## src/rtl/oloca_pkg.sv

```systemverilog
// Shared constants for the OLOCA error-metric engine.
// FSM encodings, default adder geometry and the ED width helper.
package oloca_pkg;

  localparam logic [1:0] ST_IDLE  = 2'd0;
  localparam logic [1:0] ST_RUN   = 2'd1;
  localparam logic [1:0] ST_DRAIN = 2'd2;
  localparam logic [1:0] ST_DONE  = 2'd3;

  localparam int unsigned OLOCA_N = 16;
  localparam int unsigned OLOCA_K = 8;
  localparam int unsigned OLOCA_C = 4;

  function automatic int unsigned ed_width(input int unsigned n);
    return n + 1;
  endfunction

endpackage

```

## src/rtl/oloca_adder.sv

```systemverilog
// OLOCA approximate adder: constant-1 LSBs, OR-ed lower part,
// exact upper part with zero carry-in.
module oloca_adder #(
  parameter int N = 16,
  parameter int K = 8,
  parameter int C = 4
) (
  input  logic [N-1:0] a_i,
  input  logic [N-1:0] b_i,
  output logic [N-1:0] sum_o,
  output logic         carry_o
);

  logic [N-K:0] hi;
  logic [K-1:0] lo;

  assign hi = {1'b0, a_i[N-1:K]} + {1'b0, b_i[N-1:K]};

  always_comb begin
    lo = '0;
    for (int i = 0; i < K; i++) begin
      lo[i] = (i < C) ? 1'b1 : (a_i[i] | b_i[i]);
    end
  end

  assign sum_o   = {hi[N-K-1:0], lo};
  assign carry_o = hi[N-K];

endmodule

```

## src/rtl/oloca_err_monitor.sv

```systemverilog
// Streaming error-metric engine comparing OLOCA against an exact adder.
// Accept -> result regs -> ED and accumulator update, no stalls.
module oloca_err_monitor
  import oloca_pkg::*;
#(
  parameter int N             = OLOCA_N,
  parameter int K             = OLOCA_K,
  parameter int C             = OLOCA_C,
  parameter int CNT_W         = 32,
  parameter int INCLUDE_CARRY = 0
) (
  input  logic                 clk,
  input  logic                 rst_n,
  input  logic                 clear,
  input  logic                 start,
  input  logic [CNT_W-1:0]     num_samples,
  input  logic                 in_valid,
  output logic                 in_ready,
  input  logic [N-1:0]         in_a,
  input  logic [N-1:0]         in_b,
  output logic                 busy,
  output logic                 done,
  output logic [CNT_W-1:0]     sample_cnt,
  output logic [CNT_W-1:0]     err_cnt,
  output logic [CNT_W-1:0]     zero_cnt,
  output logic [CNT_W+N:0]     sum_ed,
  output logic [N:0]           max_ed
);

  localparam int EW = int'(ed_width(N));
  localparam int SW = CNT_W + N + 1;

  logic [1:0]       state_q, state_d;
  logic [CNT_W-1:0] acc_q, num_q;
  logic             start_ok, accept, last;

  logic [N-1:0]     ap_sum;
  logic             ap_cy;
  logic [EW-1:0]    ex_d, ap_d;
  logic             v1_q;
  logic [EW-1:0]    ex1_q, ap1_q;

  logic [EW-1:0]    ed;
  logic [SW:0]      sum_nx;
  logic [CNT_W-1:0] smp_q, err_q, zero_q;
  logic [SW-1:0]    sum_q;
  logic [EW-1:0]    max_q;

  assign start_ok = start & ((state_q == ST_IDLE) | (state_q == ST_DONE));
  assign in_ready = (state_q == ST_RUN) & (acc_q < num_q);
  assign accept   = in_valid & in_ready;
  assign last     = (acc_q + 1'b1) == num_q;

  always_comb begin
    state_d = state_q;
    case (state_q)
      ST_IDLE, ST_DONE: begin
        if (start)
          state_d = (num_samples == '0) ? ST_DONE : ST_RUN;
      end
      ST_RUN: begin
        if (accept && last) state_d = ST_DRAIN;
      end
      // S1 holds the final pair and retires on this edge
      ST_DRAIN: state_d = ST_DONE;
      default:  state_d = ST_IDLE;
    endcase
  end

  always_ff @(posedge clk or negedge rst_n) begin
    if (!rst_n) begin
      state_q <= ST_IDLE;
      acc_q   <= '0;
      num_q   <= '0;
    end else if (clear) begin
      state_q <= ST_IDLE;
      acc_q   <= '0;
      num_q   <= '0;
    end else begin
      state_q <= state_d;
      if (start_ok) begin
        acc_q <= '0;
        num_q <= num_samples;
      end else if (accept) begin
        acc_q <= acc_q + 1'b1;
      end
    end
  end

  oloca_adder #(.N(N), .K(K), .C(C)) u_adder (
    .a_i     (in_a),
    .b_i     (in_b),
    .sum_o   (ap_sum),
    .carry_o (ap_cy)
  );

  always_comb begin
    ex_d = {1'b0, in_a} + {1'b0, in_b};
    ap_d = {ap_cy, ap_sum};
    if (INCLUDE_CARRY == 0) begin
      ex_d[N] = 1'b0;
      ap_d[N] = 1'b0;
    end
  end

  always_ff @(posedge clk or negedge rst_n) begin
    if (!rst_n) begin
      v1_q  <= 1'b0;
      ex1_q <= '0;
      ap1_q <= '0;
    end else begin
      v1_q  <= accept & ~clear;
      ex1_q <= ex_d;
      ap1_q <= ap_d;
    end
  end

  assign ed     = (ap1_q >= ex1_q) ? (ap1_q - ex1_q) : (ex1_q - ap1_q);
  assign sum_nx = {1'b0, sum_q} + {{(SW + 1 - EW){1'b0}}, ed};

  always_ff @(posedge clk or negedge rst_n) begin
    if (!rst_n) begin
      smp_q  <= '0;
      err_q  <= '0;
      zero_q <= '0;
      sum_q  <= '0;
      max_q  <= '0;
    end else if (clear || start_ok) begin
      smp_q  <= '0;
      err_q  <= '0;
      zero_q <= '0;
      sum_q  <= '0;
      max_q  <= '0;
    end else if (v1_q) begin
      smp_q <= smp_q + 1'b1;
      if (ed != '0)     err_q  <= err_q + 1'b1;
      if (ex1_q == '0)  zero_q <= zero_q + 1'b1;
      if (ed > max_q)   max_q  <= ed;
      sum_q <= sum_nx[SW] ? {SW{1'b1}} : sum_nx[SW-1:0];
    end
  end

  assign busy       = (state_q == ST_RUN) | (state_q == ST_DRAIN);
  assign done       = (state_q == ST_DONE);
  assign sample_cnt = smp_q;
  assign err_cnt    = err_q;
  assign zero_cnt   = zero_q;
  assign sum_ed     = sum_q;
  assign max_ed     = max_q;

endmodule

```

## config.mk

```make
export PLATFORM = sky130hd
export DESIGN_NAME = oloca_err_monitor
export DESIGN_NICKNAME = d
export VERILOG_FILES = /design/src/rtl/oloca_pkg.sv /design/src/rtl/oloca_adder.sv /design/src/rtl/oloca_err_monitor.sv
export SDC_FILE = /design/constraint.sdc
export NUM_CORES = 1
export LEC_CHECK = 0
export BUFFER_PORTS_ARGS = -buffer_cell sky130_fd_sc_hd__buf_2
export CAP_MARGIN = 20
export CORE_AREA = 2 2 169 171
export CTS_BUF_LIST = sky130_fd_sc_hd__clkbuf_2
export CTS_CLUSTER_DIAMETER = 40
export DETAILED_ROUTE_END_ITERATION = 10
export DIE_AREA = 0 0 171 173
export GPL_TIMING_DRIVEN = 0
export PLACE_DENSITY = 0.84
export SLEW_MARGIN = 40
export SYNTH_ARGS = -nofsm -noshare
export SYNTH_HDL_FRONTEND = slang
export SYNTH_SLANG_ARGS = --single-unit
```

## constraint.sdc

```tcl
create_clock -name clk -period 10.9 [get_ports clk]
set_clock_uncertainty 0.2 [all_clocks]
set_input_delay 1.09 -clock clk [delete_from_list [all_inputs] [get_ports clk]]
set_output_delay 1.09 -clock clk [all_outputs]
set_load 0.01 [all_outputs]
```

# [Yosys cells after proc, flatten, opt, wreduce, memory -nomap -nowiden]
# Cells that the tools add are included.
[word_totals] output_inout_bits=165 wordCells=82 reg_bits=261 inputBits=69
[op_classes] add_sub_neg=9 magnitude_cmp=3 n_reduce_logical=17 mux=25 n_bitwise=11 n_eq_ne=6
[ops] op="two-way mux 32 bit" count=13
[ops] op="two-way mux 49 bit" count=3
[ops] op="adder 32 x 1 -> 32 bit, second input constant" count=4
[ops] op="two-way mux 17 bit" count=4
[ops] op="adder 49 x 17 -> 50 bit" count=1
[ops] op="subtractor 16 x 16 -> 17 bit" count=2
[ops] op="equality test 32 bit" count=1
[ops] op="zero test 32 bit" count=1
[ops] op="< comparator 32 bit" count=1
[ops] op="> comparator 17 bit" count=1
[ops] op="zero test 17 bit" count=1
[ops] op="nonzero test 17 bit" count=1
[ops] op="adder 16 bit" count=1
[ops] op="greater-or-equal comparator 16 bit" count=1
[ops] op="nonzero test 2 bit" count=5
[ops] op="adder 8 bit" count=1
[ops] op="two-way mux 2 bit" count=4
[ops] op="AND reduction 2 bit" count=4
[ops] op="bitwise OR 1 bit" count=6
[ops] op="case mux 2 bit (3 select lines)" count=1
[ops] op="AND 1 bit" count=4
[ops] op="equality test 2 bit, second input constant" count=2
[ops] op="inequality test 3 x 2 -> 1 bit, second input constant" count=1
[ops] op="inequality test 3 bit, second input constant" count=1
[ops] op="7 further kinds" count=7

# [Longest topological paths before layout]
# Gate-level depths: netlist of run 1.
[depth] depth_word=7 ltp_mapped=25 depth_no_buf=21

# [Modules after synthesis]
# Synthesis of run 1 repeated with hierarchy kept, for this count alone.
[hier_totals] cells_unflattened=1971 area_unflattened_um2=17486.8
[modules_own_cells] mod="oloca_err_monitor" area_per_inst_um2=17103.9 n_inst=1 cells_each=1920 seq_area_each_um2=6531.3
[modules_own_cells] mod="oloca_adder" area_per_inst_um2=382.9 n_inst=1 cells_each=51 seq_area_each_um2=0.0

# [Worst setup path after synthesis of run 1]
# Ideal clock, no wire load.
[synth_timing] kind="register to register" from="register ap1_q[3]" to="register sum_q[48] (netlist: sum_ed[48])" setup_slack_ns=5.825 setup_ns=0.099 required_time_ns=10.601 n_path_buf=0 synth_period_minus_slack_ns=5.075 t_arrival_ns=4.776 path_stages_with_launch=21 path_cell_list="dfrtp_1 > ha_1 > inv_1 > fa_1 > a21o_1 > a221o_1 > a221oi_1 > nand4_1 > o31ai_2 > o22ai_1 > xnor2_1 > ha_1 > nor2b_1 > o21ai_0 > nand2b_1 > a21o_1 > a21o_1 > a21oi_1 > a211oi_1 > and4_1 > a311oi_1"
[synth_between] elab_chain_len=6 word_cells_on_any_way=8 classes_between="add/sub (3); order compare (1); mux (4)"
[synth_rtl] element="start, declared" line_no="oloca_err_monitor.sv:41" rtl="logic [EW-1:0] ex1_q, ap1_q;"
[synth_rtl] element="start signal, assigned" line_no="oloca_err_monitor.sv:114" rtl="ap1_q <= ap_d;"
[synth_rtl] element="subtractor 16 x 16 -> 17 bit or greater-or-equal comparator 16 bit (tied branches)" line_no="oloca_err_monitor.sv:118" rtl="assign ed = (ap1_q >= ex1_q) ? (ap1_q - ex1_q) : (ex1_q - ap1_q);"
[synth_rtl] element="two-way mux 17 bit *" line_no="oloca_err_monitor.sv:118"
[synth_rtl] element="adder 49 x 17 -> 50 bit *" line_no="oloca_err_monitor.sv:119" rtl="assign sum_nx = {1'b0, sum_q} + {{(SW + 1 - EW){1'b0}}, ed};"
[synth_rtl] element="two-way mux 49 bit *" line_no="oloca_err_monitor.sv:139" rtl="sum_q <= sum_nx[SW] ? {SW{1'b1}} : sum_nx[SW-1:0];"
[synth_rtl] element="two-way mux 49 bit *" line_no="oloca_err_monitor.sv:134" rtl="end else if (v1_q) begin"
[synth_rtl] element="two-way mux 49 bit *" line_no="oloca_err_monitor.sv:128" rtl="end else if (clear || start_ok) begin"
[synth_rtl] element="end signal, assigned" line_no="oloca_err_monitor.sv:139"
[synth_rtl] element="end, declared" line_no="oloca_err_monitor.sv:46" rtl="logic [SW-1:0] sum_q;"
# Every way passes the cells marked *; elsewhere a longest branch is shown, timed or not. The select of a mux whose other input is x is not followed.
# A chain may end at the register's enable or synchronous reset.

# [Final worst setup path of run 1]
[layout_timing] from="register ap1_q[3]" to="register sum_q[20] (netlist: sum_ed[20])"
# Same word-level chain as after synthesis.

==> results of run 1 <==
sequential cells by signal, indices dropped and copies added, names as in the netlist:
name	cells
err_cnt	32
acc_q	32
max_ed	17
state_q	2
sum_ed	49
sample_cnt	32
zero_cnt	32
ap1_q	13
ex1_q	16
num_q	32
v1_q	1
per-stage QoR:
| step | util (%) | cells | setup WS, ns | hold WS [ns] | instance area (µm²) |
|---|---|---|---|---|---|
| floorplan | - | 2019 | 5.82 | 0.306 | 17700 |
| global route | 72.9 | 2752 | 4.23 | 0.167 | 20100 |
| CTS | 72.9 | 2751 | 4.67 | 0.149 | 20100 |
| detailed placement | 70.5 | 2634 | 4.79 | 0.326 | 19500 |
| global placement | 70.0 | 2630 | 3.93 | 0.302 | 19300 |
| finish | 72.9 | 2752 | 4.51 | 0.204 | 20100 |
power groups by stage:
stage	clock (mW)	sequential [mW]	combinational, mW
floorplan	0	1.09	1.11
global placement	0	1.10	1.49
detailed placement	0	1.10	1.55
CTS	0.736	1.08	1.56
global route	0.786	1.09	1.73
finish	0.724	1.09	1.59
how the worst max path moves through the flow:
stage / start / to / slack, ns / cells past startpoint
finish: ap1_q[3] / sum_ed[20] / 4.51 / 21
global route: ex1_q[7] / sum_ed[48] / 4.23 / 23
CTS: ap1_q[3] / sum_ed[20] / 4.67 / 21
detailed placement: ap1_q[3] / sum_ed[48] / 4.79 / 20
global placement: rst_n / acc_q[13] / 3.93 / 1
floorplan: ap1_q[3] / sum_ed[48] / 5.82 / 20
layout make-up:
cell class | count | area [µm²]
buffer | 90 | 448
sequential | 258 | 6460
fill | 2170 | 7490
tap | 378 | 473
timing repair buffer | 238 | 1300
antenna | 1 | 2.50
inverter | 156 | 586
multi-input combinational | 1515 | 10200
clock inverter | 23 | 179
clock buffer | 93 | 465
cells by family after synthesis:
group / count (synthesis) / share of synthesized area (%)
fa+ha+maj: 130 / 9.40
buf+inv: 246 / 5.83
other cells: 1 / 0.0212
xor+xnor: 167 / 8.26
simple gates: 729 / 20.7
compound gates: 457 / 17.6
mux: 31 / 1.77
flops: 258 / 36.5
cell usage in the layout (no fill, tap or decap), types with 23 or more instances in the layout:
cell type  synthesis  layout
a21o_1            38      38
a21oi_1          137     137
a31oi_1           30      30
a41oi_1           23      23
and3_1            73      73
buf_2             14     246
clkbuf_1          57      56
clkbuf_2           0      94
dfrtp_1          258     258
ha_1             125     125
inv_1            155     155
mux2i_1           28      28
nand2_1          182     182
nand3_1           69      69
nand4_1           54      54
nor2_1           168     168
nor3_1            49      49
nor4_1            27      26
o21ai_0           79      79
xnor2_1           87      86
xor2_1            80      80
routing by layer:
metal | track usage [%] | part of all wire [%] | vias to the layer above
li1 | - | - | 7844
met1 | 42.0 | 40 | 7971
met2 | 52.9 | 47 | 789
met3 | 7.37 | 9.1 | 144
met4 | 14.0 | 3.7 | 0
met5 | 0 | 0 | -
==> results.sh, run 1 <==
export IMPL_outcome="finished, final reports clean"
export IMPL_maxSlewHeadroom_pct=43.9
export IMPL_holdCritPathClass="input pin to register"
export IMPL_hold_start="in_b[0]"
export IMPL_hold_path_depth=2
export IMPL_path_buf_inv=3
export IMPL_max_stage_delay_ns=0.52
export IMPL_fin_crit_ns=6.39
export IMPL_syn_nets=2218
export IMPL_die_h_um=173
export IMPL_worst_pin_slew_ns=0.835
export IMPL_slew_viol_final=0
export IMPL_total_power_mw=3.40
export IMPL_worst_ir_drop_vdd_uv=93.4
export IMPL_track_usage_pct=32.7
export IMPL_r2r_setup_slack_ns=4.51
export IMPL_drtIter0Drc=1665
export IMPL_drt_pass1_iter_count=6
export IMPL_netlist_instances=2019
export IMPL_rr_startpoint="ap1_q[3]"
export IMPL_cts_resized=0
export IMPL_crit_required_ns=11.39
export IMPL_nNetsFinal=2527
export IMPL_place_congestion=0.928
export IMPL_ios=234
export IMPL_grt_setup_unrepaired="false"
export IMPL_crit_arrival_ns=6.88
export IMPL_power_internal_mw=1.90
export IMPL_p_leak_nw=9.73
export IMPL_path_class="register to register"
export IMPL_synth_commonest_cells="dfrtp_1, nand2_1, nor2_1, inv_1, a21oi_1"
export IMPL_hpwl_um=37000
export IMPL_seq_power_share_pct=32.0
export IMPL_power_density_mw_per_mm2=169
export IMPL_cts_buffers=69
export IMPL_clk_pin_slew_ns=0.09
export IMPL_swShare_pct=44.2
export IMPL_postSynthAreaPerCell_um2=8.77
export IMPL_wl_um=49300
export IMPL_critical_path_startpoint_type="register"
export IMPL_synth_area_mm2=0.0177
export IMPL_endpoint_kind="register"
export IMPL_tns_ns=0
export IMPL_report_final_setup_viol=0
export IMPL_post_synth_top_count_cell="dfrtp_1"
export IMPL_grt_pass1_vias=16100
export IMPL_cts_tree="built"
export IMPL_drive_gt1_share_pct=17.6
export IMPL_p_sw_mw=1.50
export IMPL_start_util_pct=64.1
export IMPL_grt_pass1_wl_um=79100
export IMPL_clkLatencyLatePin_ns=0.91
export IMPL_path_delay_family="compound AO/OA/AOI/OAI gates"
export IMPL_cp_cell_sequence="ha_1 -> inv_1 -> fa_1 -> a21o_1 -> a221o_1 -> a221oi_1 -> nand4_1 -> o31ai_2 -> o22ai_1 -> xnor2_2 -> ha_1 -> a21o_1 -> a21oi_1 -> nand2_1 -> a211o_1 -> and4_1 -> clkbuf_1 -> nor2_1 -> clkbuf_1 -> and3_1 -> nor3_1"
export IMPL_rr_endpoint="sum_ed[20]"
export IMPL_synth_edff_count=0
export IMPL_dieArea_mm2=0.0296
export IMPL_final_hold_viol_count=0
export IMPL_hold_path_end="ex1_q[0]"
export IMPL_ys_ff_latch=258
export IMPL_synth_top_area_share_pct=36.5
export IMPL_cts_hold_fix_buffers=1
export IMPL_grt_max_degree=61
export IMPL_ys_async_sr_fraction_pct=100
export IMPL_num_rows=61
export IMPL_clock_sinks=258
export IMPL_core_mm2=0.0276
export IMPL_cts_buffer_depth=3
export IMPL_ys_warn_count=0
export IMPL_maxCapViolCount=0
export IMPL_ys_seq_area_share_pct=36.5
export IMPL_crit_fanout=10
export IMPL_vias=16700
export IMPL_yosys_top_cells_area="dfrtp_1, ha_1, xnor2_1, xor2_1, a21oi_1"
export IMPL_max_freq_ghz=0.157
export IMPL_syn_to_final_growth_pct=13.8
export IMPL_grt_overflow_total=0
export IMPL_clockPowerShare_pct=21.3
export IMPL_clock_root_buffer="clkbuf_2"
export IMPL_synthDistinctLibCells=89
export IMPL_rr_worst_depth=21
export IMPL_htreeDepth=3
export IMPL_postCtsSetupBuffers=0
export IMPL_die_x_um=171
export IMPL_synth_top_cell_by_area="dfrtp_1"
export IMPL_grt_antenna_before_repair=1
export IMPL_vias_per_cell=6.09
export IMPL_drc=0
export IMPL_synth_main_ff_cell="dfrtp_1"
export IMPL_p_comb_share_pct=46.7
export IMPL_wl_per_cell_um=17.9
export IMPL_port_buffers=233
export IMPL_ant_nets=0
export IMPL_finalCritPeriodShare_pct=58.6
export IMPL_cpMaxStageDelayCell="xnor2_2"
Power figures use the tool's default switching activity.
==> run 2: changes to the inputs <==
Settings changed: CORE_AREA 2 2 169 171 to 2 2 183 185, DIE_AREA 0 0 171 173 to 0 0 185 187, PLACE_DENSITY 0.84 to 0.76.
Clock period 10.9 ns to 5.2 ns, I/O delays scaled along.
==> run 2 against run 1 <==
Effect of this change: non-clock buffer count increased by 126; worst setup slack lost 4.4 ns; via count up 3.4%; final cell count grew 7.2%; first-iteration DRC count decreased by 21%; register-to-register slack got worse by 4.4 ns; flip-flop and latch count unchanged; clock power up 100%; combinational power grew 150%; global-route usage shrank 2.9 points; cell area rose by 8.6%; largest power group unchanged.
==> results.sh, run 2 (synthesis gave the netlist of run 1 again) <==
export IMPL_nNetsFinal=2653
export IMPL_power_density_mw_per_mm2=352
export IMPL_tns_ns=0
export IMPL_dieArea_mm2=0.0346
export IMPL_final_cell_mix="dfrtp_1, buf_2, nand2_1"
export IMPL_finalCritPeriodShare_pct=98.0
export IMPL_place_congestion=0.914
export IMPL_slew_viol_final=0
export IMPL_port_buffers=233
export IMPL_clock_root_buffer="clkbuf_2"
export IMPL_vias=17300
export IMPL_die_x_um=185
export IMPL_htreeDepth=3
export IMPL_r2r_setup_slack_ns=0.10
export IMPL_wl_um=52900
export IMPL_cts_buffer_depth=3
export IMPL_hold_start="clear"
export IMPL_crit_arrival_ns=5.63
export IMPL_holdCritPathClass="input pin to register"
export IMPL_postLayoutCoreUtil_pct=66.6
export IMPL_p_leak_nw=10.4
export IMPL_rr_endpoint="sum_ed[42]"
export IMPL_hold_path_end="sum_ed[12]"
export IMPL_grt_max_degree=76
export IMPL_total_power_mw=7.70
export IMPL_maxCapViolCount=0
export IMPL_clk_pin_slew_ns=0.11
export IMPL_critical_path_startpoint_type="register"
export IMPL_drc=0
export IMPL_ios=234
export IMPL_crit_fanout=10
export IMPL_rr_startpoint="ap1_q[3]"
export IMPL_cpMaxStageDelayCell="dfrtp_2"
export IMPL_clkLatencyLatePin_ns=0.89
export IMPL_cts_tree="built"
export IMPL_core_mm2=0.0329
export IMPL_largest_reg_flops=49
export IMPL_hold_path_depth=5
export IMPL_report_final_setup_viol=0
export IMPL_syn_to_final_growth_pct=23.6
export IMPL_fin_crit_ns=5.10
export IMPL_die_h_um=187
export IMPL_outcome="finished, final reports clean"
export IMPL_clock_sinks=258
export IMPL_grt_pass1_wl_um=83500
export IMPL_start_util_pct=53.9
export IMPL_grt_antenna_before_repair=1
export IMPL_final_hold_viol_count=0
export IMPL_drtIter0Drc=1313
export IMPL_grt_overflow_total=0
export IMPL_grt_pass1_vias=16700
export IMPL_vias_per_cell=5.87
export IMPL_path_class="register to register"
export IMPL_worst_pin_slew_ns=0.855
export IMPL_drive_gt1_share_pct=21.0
export IMPL_crit_required_ns=5.74
export IMPL_rr_worst_depth=19
export IMPL_drt_pass1_iter_count=6
export IMPL_wl_per_cell_um=17.9
export IMPL_hpwl_um=37600
export IMPL_final_common_cell="dfrtp_1"
export IMPL_endpoint_kind="register"
export IMPL_cts_buffers=68
export IMPL_max_stage_delay_ns=0.48
export IMPL_worst_ir_drop_vdd_uv=176
export IMPL_max_freq_ghz=0.196
export IMPL_num_rows=67
export IMPL_maxSlewHeadroom_pct=42.7
export IMPL_cp_cell_sequence="ha_1 -> buf_4 -> and3_1 -> a21boi_4 -> o211ai_4 -> nand3_4 -> mux2_2 -> or3_4 -> and2_4 -> ha_4 -> inv_1 -> a21oi_2 -> o21ai_2 -> a21oi_2 -> o21ai_2 -> a211o_4 -> a211oi_4 -> and2_4 -> a311oi_1"
export IMPL_track_usage_pct=29.7
export IMPL_ant_nets=0
-- run 2: how the worst max path moves through the flow --
stage / start / slack (ns) / cells after the start / to
3_3_place_gp: rst_n / -1.36 / 1 / num_q[12]
6_report: ap1_q[3] / 0.10 / 19 / sum_ed[42]
5_1_grt: ex1_q[7] / -0.12 / 22 / sum_ed[46]
4_1_cts: ex1_q[15] / 0.002 / 23 / sum_ed[48]
2_1_floorplan: ap1_q[3] / 0.12 / 20 / sum_ed[48]
3_5_place_dp: ap1_q[3] / -1.10 / 21 / sum_ed[10]
-- run 2: layer usage --
layer  routed length [µm]  global-route usage, %
met5                    0                      0
met4                 1710                   11.1
met3                 4080                   5.26
met2                24900                   49.2
met1                22200                   38.9
-- run 2: worst max-delay path: cells and delay by family (launching register included) --
kind / cells / cell delay [ns]
flip-flops: 1 / 0.48
buffers and inverters: 2 / 0.23
multiplexers: 1 / 0.34
AO/OA/AOI/OAI: 9 / 1.99
AND/OR/NAND/NOR: 5 / 1.17
adder cells (fa/ha/maj): 2 / 0.59
-- run 2: per-stage QoR --
step	hold slack, ns	cell area [µm²]	setup WS, ns	cells
2_1_floorplan	0.0244	17700	0.125	2019
3_3_place_gp	0.306	19400	-1.36	2700
3_5_place_dp	0.250	19500	-1.10	2703
4_1_cts	0.00930	21300	0.00203	2921
5_1_grt	0.0196	21900	-0.119	2949
6_report	0.0506	21900	0.102	2949
-- run 2: cell type report --
cell class / count / area (µm²)
fillers: 2741 / 11000
multi-input cells: 1516 / 10700
flip-flops and latches: 258 / 6460
repair buffers: 370 / 2530
inverters: 156 / 586
well taps: 448 / 561
clock buffers: 92 / 460
plain buffers: 84 / 454
clock inverters: 24 / 150
diodes: 1 / 2.50
-- run 2: what timing repair did --
action	4_1_cts	5_1_grt
cloned	1	0
pin swaps	10	37
gates resized for setup	35	74
endpoints found under the hold margin	172	0
setup buffers	10	30
hold buffers	94	0
endpoints found under the setup margin	66	57
-- run 2: power breakdown --
part | total [mW] | internal (mW) | switching [mW]
combinational | 3.96 | 1.61 | 2.35
sequential | 2.28 | 2.14 | 0.143
clock | 1.46 | 0.578 | 0.886
total | 7.70 | 4.33 | 3.38
==> run 3: changes to the inputs <==
Settings changed: CELL_PAD_IN_SITES_DETAIL_PLACEMENT set to 0, CELL_PAD_IN_SITES_GLOBAL_PLACEMENT set to 2, CORE_AREA 2 2 183 185 to 2 2 235 237, DIE_AREA 0 0 185 187 to 0 0 237 239, PLACE_DENSITY 0.76 to 0.75, SETUP_SLACK_MARGIN set to 0.2.
==> run 3 against run 2 <==
Effect of this change: clock power is 16% higher; via count is 0.33% lower; final cell count is 12% higher; cell area is 7.4% higher; total power is 9.2% higher; non-clock buffer count is 92 higher; die area is 64% higher; combinational power is 12% higher; wire length is 17% higher; global-route usage is 8.5 points lower; critical path depth is 5 higher; register-to-register slack better by 0.12 ns.
==> results.sh, run 3 (synthesis gave the netlist of run 1 again) <==
export IMPL_grt_max_degree=69
export IMPL_grt_setup_unrepaired="true"
export IMPL_hold_ws_ns=0.120
export IMPL_rr_startpoint="ex1_q[14]"
export IMPL_crit_arrival_ns=5.72
export IMPL_power_density_mw_per_mm2=358
export IMPL_slew_viol_final=0
export IMPL_drc=0
export IMPL_cts_buffers=79
export IMPL_drtIter0Drc=733
export IMPL_fin_cells=3313
export IMPL_track_usage_pct=21.2
export IMPL_finalCritPeriodShare_pct=95.8
export IMPL_hpwl_um=44200
export IMPL_critical_path_startpoint_type="register"
export IMPL_largest_reg_flops=49
export IMPL_hold_path_depth=4
export IMPL_grt_overflow_total=0
export IMPL_die_h_um=239
export IMPL_clkLatencyLatePin_ns=1.05
export IMPL_rr_endpoint="sum_ed[48]"
export IMPL_p_leak_nw=10.9
export IMPL_clock_root_buffer="clkbuf_2"
export IMPL_max_freq_ghz=0.201
export IMPL_holdCritPathClass="input pin to register"
export IMPL_start_util_pct=32.6
export IMPL_outcome="finished, final reports clean"
export IMPL_ios=234
export IMPL_rr_worst_depth=24
export IMPL_vias=17300
export IMPL_dp_cells=2961
export IMPL_grt_pass1_vias=17000
export IMPL_syn_to_final_growth_pct=32.8
export IMPL_wl_per_cell_um=18.6
export IMPL_tns_ns=0
export IMPL_hold_path_end="num_q[10]"
export IMPL_port_buffers=233
export IMPL_final_common_cell="dfrtp_1"
export IMPL_n_fill_cell=5464
export IMPL_crit_required_ns=5.94
export IMPL_r2r_setup_slack_ns=0.22
export IMPL_grt_antenna_before_repair=2
export IMPL_cts_tree="built"
export IMPL_place_congestion=0.843
export IMPL_grt_pass1_wl_um=94600
export IMPL_num_rows=86
export IMPL_vias_per_cell=5.21
export IMPL_drt_pass1_iter_count=5
export IMPL_hold_start="num_samples[10]"
export IMPL_seq_area_mm2=0.00646
export IMPL_path_class="register to register"
export IMPL_endpoint_kind="register"
export IMPL_final_hold_viol_count=0
export IMPL_worst_ir_drop_vdd_uv=191
export IMPL_die_x_um=237
export IMPL_wl_um=61700
export IMPL_clk_pin_slew_ns=0.09
export IMPL_maxCapViolCount=0
export IMPL_maxSlewHeadroom_pct=47.4
export IMPL_clock_sinks=258
export IMPL_final_cell_mix="dfrtp_1, buf_2, nand2_1"
export IMPL_worst_pin_slew_ns=0.789
export IMPL_core_mm2=0.0543
export IMPL_drive_gt1_share_pct=24.1
export IMPL_startpoint="ex1_q[14]"
export IMPL_ant_nets=0
export IMPL_cts_buffer_depth=3
export IMPL_multi_input_area_mm2=0.0109
export IMPL_crit_fanout=9
export IMPL_fin_crit_ns=4.98
export IMPL_report_final_setup_viol=0
export IMPL_nNetsFinal=2755
export IMPL_dieArea_mm2=0.0566
export IMPL_htreeDepth=3
run 3: cell count changes in the layout (fill, tap and decap cells not counted), moves of 4 or more:
cell,change
a211oi_1,-7
a211oi_2,+7
buf_4,+26
buf_6,+13
buf_8,+4
clkbuf_2,+10
clkinv_2,+4
dlygate4sd3_1,+44
nor2_1,-4
nor3_1,-4
nor3_4,+4
o21ai_0,-4
run 3: critical path, cell delays in order (launching register included):
cell      delay, ns
dfrtp_1        0.37
inv_1          0.05
ha_1           0.30
buf_6          0.15
and3_1         0.19
and3_4         0.18
buf_6          0.13
and2_1         0.13
buf_4          0.17
nor3_4         0.19
buf_6          0.16
mux2i_2        0.08
or3_4          0.39
and2_4         0.19
ha_4           0.27
inv_2          0.04
a21oi_2        0.13
o21ai_2        0.09
a21oi_2        0.18
o21ai_2        0.10
a211o_1        0.30
buf_8          0.15
a211oi_4       0.36
a41oi_2        0.15
a311oi_1       0.27
run 3: final cells by class:
| cell class | instances | share of cell area, % |
|---|---|---|
| clock inverter | 29 | 0.884 |
| sequential | 258 | 27.5 |
| antenna | 2 | 0.0213 |
| timing repair buffer | 456 | 14.2 |
| tap | 704 | 3.75 |
| buffer | 90 | 2.38 |
| multi-input combinational | 1515 | 46.6 |
| inverter | 156 | 2.50 |
| clock buffer | 103 | 2.19 |
run 3: how the worst max path moves through the flow:
stage | depth (start not counted) | slack (ns) | endpoint
floorplan | 20 | 0.25 | sum_ed[48]
global placement | 1 | -1.80 | num_q[17]
detailed placement | 21 | -1.08 | sum_ed[10]
CTS | 22 | 0.20 | sum_ed[28]
global route | 20 | 0.04 | sum_ed[48]
finish | 24 | 0.22 | sum_ed[48]
run 3: per-stage QoR:
step | utilization (%) | power, mW | instance area [µm²] | setup WS, ns
5_1_grt | 43.2 | 9.02 | 23500 | 0.0369
6_report | 43.3 | 8.41 | 23500 | 0.219
3_5_place_dp | 36.7 | 5.76 | 19900 | -1.08
2_1_floorplan | - | 4.61 | 17700 | 0.248
3_3_place_gp | 36.4 | 5.69 | 19800 | -1.80
4_1_cts | 41.7 | 8.03 | 22700 | 0.203
run 3: metal layers:
| layer | vias to the layer above | GRT usage (%) | part of all wire (%) |
|---|---|---|---|
| met4 | 0 | 8.15 | 2.6 |
| met5 | - | 0 | 0 |
| li1 | 8292 | - | - |
| met1 | 8416 | 27.6 | 45 |
| met2 | 460 | 35.0 | 47 |
| met3 | 100 | 3.87 | 5.5 |
run 3: power breakdown:
group / internal, mW / switching (mW) / leakage, nW
sequential: 2.14 / 0.140 / 3.51
clock: 0.693 / 1.00 / 0.526
combinational: 1.89 / 2.55 / 6.89
run 3: what timing repair did:
| item | CTS | global route |
|---|---|---|
| resized for setup | 85 | 116 |
| pin swaps | 33 | 63 |
| buffers inserted | 32 | 44 |
| gates cloned | 2 | 2 |
| setup endpoints to repair | 66 | 59 |
| hold endpoints to repair | 346 | 14 |
| hold buffers | 137 | 1 |
